`config.mk`:
```
export PLATFORM = sky130hd
export DESIGN_NAME = status_stash
export DESIGN_NICKNAME = d
export VERILOG_FILES = /design/src/rtl/status_stash_pkg.sv /design/src/rtl/status_stash.sv
export SDC_FILE = /design/constraint.sdc
export NUM_CORES = 1
export LEC_CHECK = 0
export BUFFER_PORTS_ARGS = -buffer_cell sky130_fd_sc_hd__buf_4
export CAP_MARGIN = 20
export CORE_MARGIN = 2
export CORE_UTILIZATION = 46
export CTS_BUF_LIST = sky130_fd_sc_hd__clkbuf_4
export DETAILED_ROUTE_END_ITERATION = 16
export PLACE_DENSITY = 0.87
export SYNTH_ARGS = -nofsm -noshare
export SYNTH_HDL_FRONTEND = slang
export SYNTH_SLANG_ARGS = --single-unit
export TNS_END_PERCENT = 20
```
`constraint.sdc`:
```
create_clock -name clock -period 3.2 [get_ports clock]
set_input_delay 0.48 -clock clock [delete_from_list [all_inputs] [get_ports clock]]
set_output_delay 0.48 -clock clock [all_outputs]
set_load 0.01 [all_outputs]
```
`src/rtl/status_stash_pkg.sv`:
```
// rtl/status_stash_pkg.sv - flag bit positions and stash FSM state encoding
package status_stash_pkg;

    localparam int FLAG_C_BIT = 1;
    localparam int FLAG_Z_BIT = 0;

    typedef enum logic [2:0] {
        ST_IDLE         = 3'd0,
        ST_SAVE_WR      = 3'd1,
        ST_RESTORE_RD   = 3'd2,
        ST_RESTORE_LOAD = 3'd3,
        ST_DONE         = 3'd4
    } stash_state_e;

endpackage

```
`src/rtl/status_stash.sv`:
```
// rtl/status_stash.sv - spills/reloads carry/zero flags to an in-memory LIFO
module status_stash
    import status_stash_pkg::*;
#(
    parameter int                    DATA_WIDTH = 16,
    parameter int                    ADDR_WIDTH = 16,
    parameter logic [ADDR_WIDTH-1:0] BASE_ADDR  = 16'hFFF0,
    parameter int                    DEPTH      = 4
) (
    input  logic                  clock,
    input  logic                  notReset,
    input  logic                  saveReq,
    input  logic                  restoreReq,
    output logic                  busy,
    output logic                  done,
    output logic                  error,
    input  logic                  flagCIn,
    input  logic                  flagZIn,
    output logic                  flagCOut,
    output logic                  flagZOut,
    output logic                  notLoad,
    output logic                  memReq,
    output logic                  memWrite,
    output logic [ADDR_WIDTH-1:0] memAddr,
    output logic [DATA_WIDTH-1:0] memDataOut,
    input  logic [DATA_WIDTH-1:0] memDataIn,
    input  logic                  memAck
);

    localparam int PTR_W = $clog2(DEPTH + 1);

    stash_state_e     state_q, state_d;
    logic [PTR_W-1:0] ptr_q, ptr_d;
    logic             save_c_q, save_c_d;
    logic             save_z_q, save_z_d;
    logic             err_q, err_d;
    logic             out_c_q, out_c_d;
    logic             out_z_q, out_z_d;
    logic             unused_data_bits;

    // Only the two flag bits of the read word carry information.
    assign unused_data_bits = &{1'b0, memDataIn};

    always_ff @(posedge clock or negedge notReset) begin
        if (!notReset) begin
            state_q  <= ST_IDLE;
            ptr_q    <= '0;
            save_c_q <= 1'b0;
            save_z_q <= 1'b0;
            err_q    <= 1'b0;
            out_c_q  <= 1'b0;
            out_z_q  <= 1'b0;
        end else begin
            state_q  <= state_d;
            ptr_q    <= ptr_d;
            save_c_q <= save_c_d;
            save_z_q <= save_z_d;
            err_q    <= err_d;
            out_c_q  <= out_c_d;
            out_z_q  <= out_z_d;
        end
    end

    always_comb begin
        state_d  = state_q;
        ptr_d    = ptr_q;
        save_c_d = save_c_q;
        save_z_d = save_z_q;
        err_d    = err_q;
        out_c_d  = out_c_q;
        out_z_d  = out_z_q;
        case (state_q)
            ST_IDLE: begin
                err_d = 1'b0;
                if (saveReq) begin
                    if (ptr_q != PTR_W'(DEPTH)) begin
                        save_c_d = flagCIn;
                        save_z_d = flagZIn;
                        state_d  = ST_SAVE_WR;
                    end else begin
                        err_d   = 1'b1;
                        state_d = ST_DONE;
                    end
                end else if (restoreReq) begin
                    if (ptr_q != '0) begin
                        state_d = ST_RESTORE_RD;
                    end else begin
                        err_d   = 1'b1;
                        state_d = ST_DONE;
                    end
                end
            end
            ST_SAVE_WR: begin
                if (memAck) begin
                    ptr_d   = ptr_q + PTR_W'(1);
                    state_d = ST_DONE;
                end
            end
            ST_RESTORE_RD: begin
                if (memAck) begin
                    out_c_d = memDataIn[FLAG_C_BIT];
                    out_z_d = memDataIn[FLAG_Z_BIT];
                    ptr_d   = ptr_q - PTR_W'(1);
                    state_d = ST_RESTORE_LOAD;
                end
            end
            ST_RESTORE_LOAD: state_d = ST_DONE;
            ST_DONE:         state_d = ST_IDLE;
            default:         state_d = ST_IDLE;
        endcase
    end

    // Outputs decode straight from state so an async reset drops memReq immediately.
    always_comb begin
        memReq     = 1'b0;
        memWrite   = 1'b0;
        memAddr    = '0;
        memDataOut = '0;
        case (state_q)
            ST_SAVE_WR: begin
                memReq                 = 1'b1;
                memWrite               = 1'b1;
                memAddr                = BASE_ADDR + ADDR_WIDTH'(ptr_q);
                memDataOut[FLAG_C_BIT] = save_c_q;
                memDataOut[FLAG_Z_BIT] = save_z_q;
            end
            ST_RESTORE_RD: begin
                memReq  = 1'b1;
                memAddr = BASE_ADDR + ADDR_WIDTH'(ptr_q) - ADDR_WIDTH'(1);
            end
            default: ;
        endcase
    end

    assign busy     = (state_q != ST_IDLE);
    assign done     = (state_q == ST_DONE);
    assign error    = (state_q == ST_DONE) && err_q;
    assign notLoad  = (state_q != ST_RESTORE_LOAD);
    assign flagCOut = out_c_q;
    assign flagZOut = out_z_q;

endmodule

```
==> impl_metrics.env <==
export IMPL_status="finished, final reports clean"
export IMPL_hold_violations=0
export IMPL_seqPwrFrac=0.245
export IMPL_p_sw_frac=0.434
export IMPL_synth_mux_area_frac=0.0774
export IMPL_synth_edf_count=0
export IMPL_crit_path_top_delay_cell="or3b_2"
export IMPL_cts_root_buf="clkbuf_4"
export IMPL_ys_seq_area_frac=0.299
export IMPL_drv_slew=0
export IMPL_fin_crit_sh=0.724
export IMPL_coreArea_um2=1920
export IMPL_fmax_ghz=0.432
export IMPL_synth_adder_area_share=0.0543
export IMPL_clk_pin_slew_ns=0.08
export IMPL_finalSetupViolCount=0
export IMPL_fin_tns_setup_ns=0
export IMPL_critPathTopFamily="simple AND/OR/NAND/NOR gates"
export IMPL_synth_simple_area_share=0.188
export IMPL_hold_ws_ns=0.0205
export IMPL_detail_route_antenna_nets=0
export IMPL_layout_nets=150
export IMPL_crit_required_ns=2.72
export IMPL_place_inst=145
export IMPL_cts_tree="yes"
export IMPL_clkSinkCount=11
export IMPL_final_setup_skew_ns=0.00594
export IMPL_vias=715
export IMPL_ys_flop_type="dfrtp_1"
export IMPL_io_pins=63
export IMPL_synth_top_family_by_area="buffers and inverters"
export IMPL_wl_per_cell_um=11.8
export IMPL_synth_xor_area_frac=0.0285
export IMPL_overflow=0
export IMPL_path_cells="or3b_2, nand2_1, buf_4"
export IMPL_row_count=16
export IMPL_cts_buffers=3
export IMPL_grt_antenna_before_repair=0
export IMPL_crit_path_start_kind="flop"
export IMPL_htreeDepth=1
export IMPL_holdBufCountCts=0
export IMPL_synth_seq_cells=11
export IMPL_io_buffers=34
export IMPL_syn_area_per_cell_um2=9.12
export IMPL_leakage_nw=0.555
export IMPL_crit_type="flop to output pin"
export IMPL_crit_buf_inv=1
export IMPL_synth_compound_area_frac=0.0761
export IMPL_hp_class="primary input to async pin"
export IMPL_arrival_ns=1.84
export IMPL_path_max_fanout=12
export IMPL_drive_gt1_frac=0.402
export IMPL_layout_min_cycle_time_ns=2.32
export IMPL_internal_power_mw=0.662
export IMPL_cts_setup_buffers=0
export IMPL_hpwl_um=1380
export IMPL_grt_max_degree=13
export IMPL_grt_pass1_wl_um=2690
export IMPL_grt_use_total=0.147
export IMPL_avgViaCountPerCell=4.80
export IMPL_power_density_nw_per_um2=1110
export IMPL_initial_core_util=0.479
export IMPL_p_switching_mw=0.509
export IMPL_grt_pass1_vias=621
export IMPL_final_cells=149
export IMPL_maxCapViolCount=0
export IMPL_yosys_warnings=0
export IMPL_place_gp_congestion=0.715
export IMPL_antenna_cells=0
export IMPL_die_height_um=48.7
export IMPL_cts_path_max_buffers=2
export IMPL_first_iter_violations=3
export IMPL_grt_setup_unrepaired="no"
export IMPL_die_x_um=48.7
export IMPL_drt_pass1_iterations=4
export IMPL_synth_cell_types=33
export IMPL_wl_um=1750
export IMPL_die_area_um2=2380
export IMPL_syn_area_um2=921
export IMPL_synthCells=101
export IMPL_cp_end_kind="output pin"
export IMPL_syn2layout_area_growth_pct=14.8
export IMPL_ctsResizeCount=0
export IMPL_drc=0
export IMPL_clkPwrFrac=0.083
export IMPL_ir_drop_uv=569
export IMPL_max_stage_delay_ns=0.56
export IMPL_async_flop_share=1.00
export IMPL_pwr_share_comb=0.672
export IMPL_clk_latency_ns=0.27
==> final timing paths <==
kind / to / cells after the start / slack (ns) / from
min in group clock: save_z_q$_DFFE_PN0P_ / 2 / 0.44 / flagZIn
max in group asynchronous: flagZOut$_DFFE_PN0P_ / 1 / 3.03 / notReset
hold / removal: ptr_q[2]$_DFFE_PN0P_ / 1 / 0.02 / notReset
setup reg to reg: ptr_q[2]$_DFFE_PN0P_ / 6 / 1.50 / state_q[1]$_DFFE_PN0P_
hold reg to reg: save_z_q$_DFFE_PN0P_ / 1 / 0.51 / save_z_q$_DFFE_PN0P_
setup / recovery: memAddr[7] / 3 / 0.88 / state_q[0]$_DFFE_PN0P_
==> final cells by class <==
cell class	count	area, um^2
Multi-Input combinational cell	67	443
Inverter	6	22.5
Clock inverter	1	5.00
Clock buffer	3	22.5
Fill cell	172	865
Timing Repair Buffer	34	255
Tap cell	27	33.8
Sequential cell	11	275
==> logic make-up after synthesis <==
group	after synthesis
AOI/OAI and AO/OA	13
and+or+nand+nor	27
adders and majority gates	4
buffers and inverters	36
xor gates and xnor gates	3
muxes	6
other	1
DFF	11
==> worst register-to-register path, cell delays in order (launching register included) <==
cell	delay, ns
dfrtp_1	0.48
nor3b_2	0.35
xnor2_1	0.16
ha_1	0.21
o21ai_0	0.08
mux2_4	0.27
nand4b_1	0.08
==> cell usage after synthesis, drive strengths merged (2+ instances only) <==
master  count  area [um^2]
inv         6         22.5
o21ai       7         35.0
ha          4         50.1
nor3        3         15.0
nand2       4         15.0
a21oi       3         15.0
dfrtp      11          275
buf        29          225
o22ai       2         12.5
nor2        2         7.51
or3b        2         17.5
and2        4         26.3
nand3b      2         15.0
xnor2       2         17.5
nand4       2         12.5
mux2        6         71.3
==> sequential cells by signal (all words and copies together), names as in the netlist <==
name / flops
ptr_q: 3
state_q: 3
err_q: 1
flagCOut: 1
flagZOut: 1
save_c_q: 1
save_z_q: 1
==> per-layer routing <==
metal	track usage	vias to the layer above	part of all wire
li1	-	341	-
met1	0.152	328	0.38
met2	0.269	40	0.52
met3	0.0463	6	0.079
met4	0.0667	0	0.019
met5	0	-	0
==> power by group through the flow <==
| stage | Sequential (mW) | Combinational, mW | Clock (mW) |
|---|---|---|---|
| after floorplan | 0.250 | 0.653 | 0 |
| after global placement | 0.280 | 0.765 | 0 |
| final | 0.287 | 0.787 | 0.0968 |
| after detailed placement | 0.287 | 0.795 | 0 |
| after CTS | 0.285 | 0.798 | 0.0991 |
| after global routing | 0.299 | 0.866 | 0.110 |
==> layout by cell type, fill, tap and decap left out, drive strengths merged, types with 3 or more instances in the layout <==
master,Yosys,final
ha,4,4
inv,6,6
nand2,4,4
nor3,3,3
buf,29,34
mux2,6,6
and2,4,4
conb,1,14
o21ai,7,7
clkbuf,1,3
a21oi,3,3
dfrtp,11,11
==> through the flow <==
stage	total power, mW	instance area (um^2)	worst slack [ns]	utilization
6_report	1.17	1060	0.885	0.550
5_1_grt	1.27	1060	0.712	0.550
4_1_cts	1.18	1060	0.865	0.550
3_5_place_dp	1.08	1030	1.16	0.536
3_3_place_gp	1.05	1030	1.22	0.536
2_1_floorplan	0.903	970	1.17	-
No activity file was read; power rests on OpenSTA's default activity.
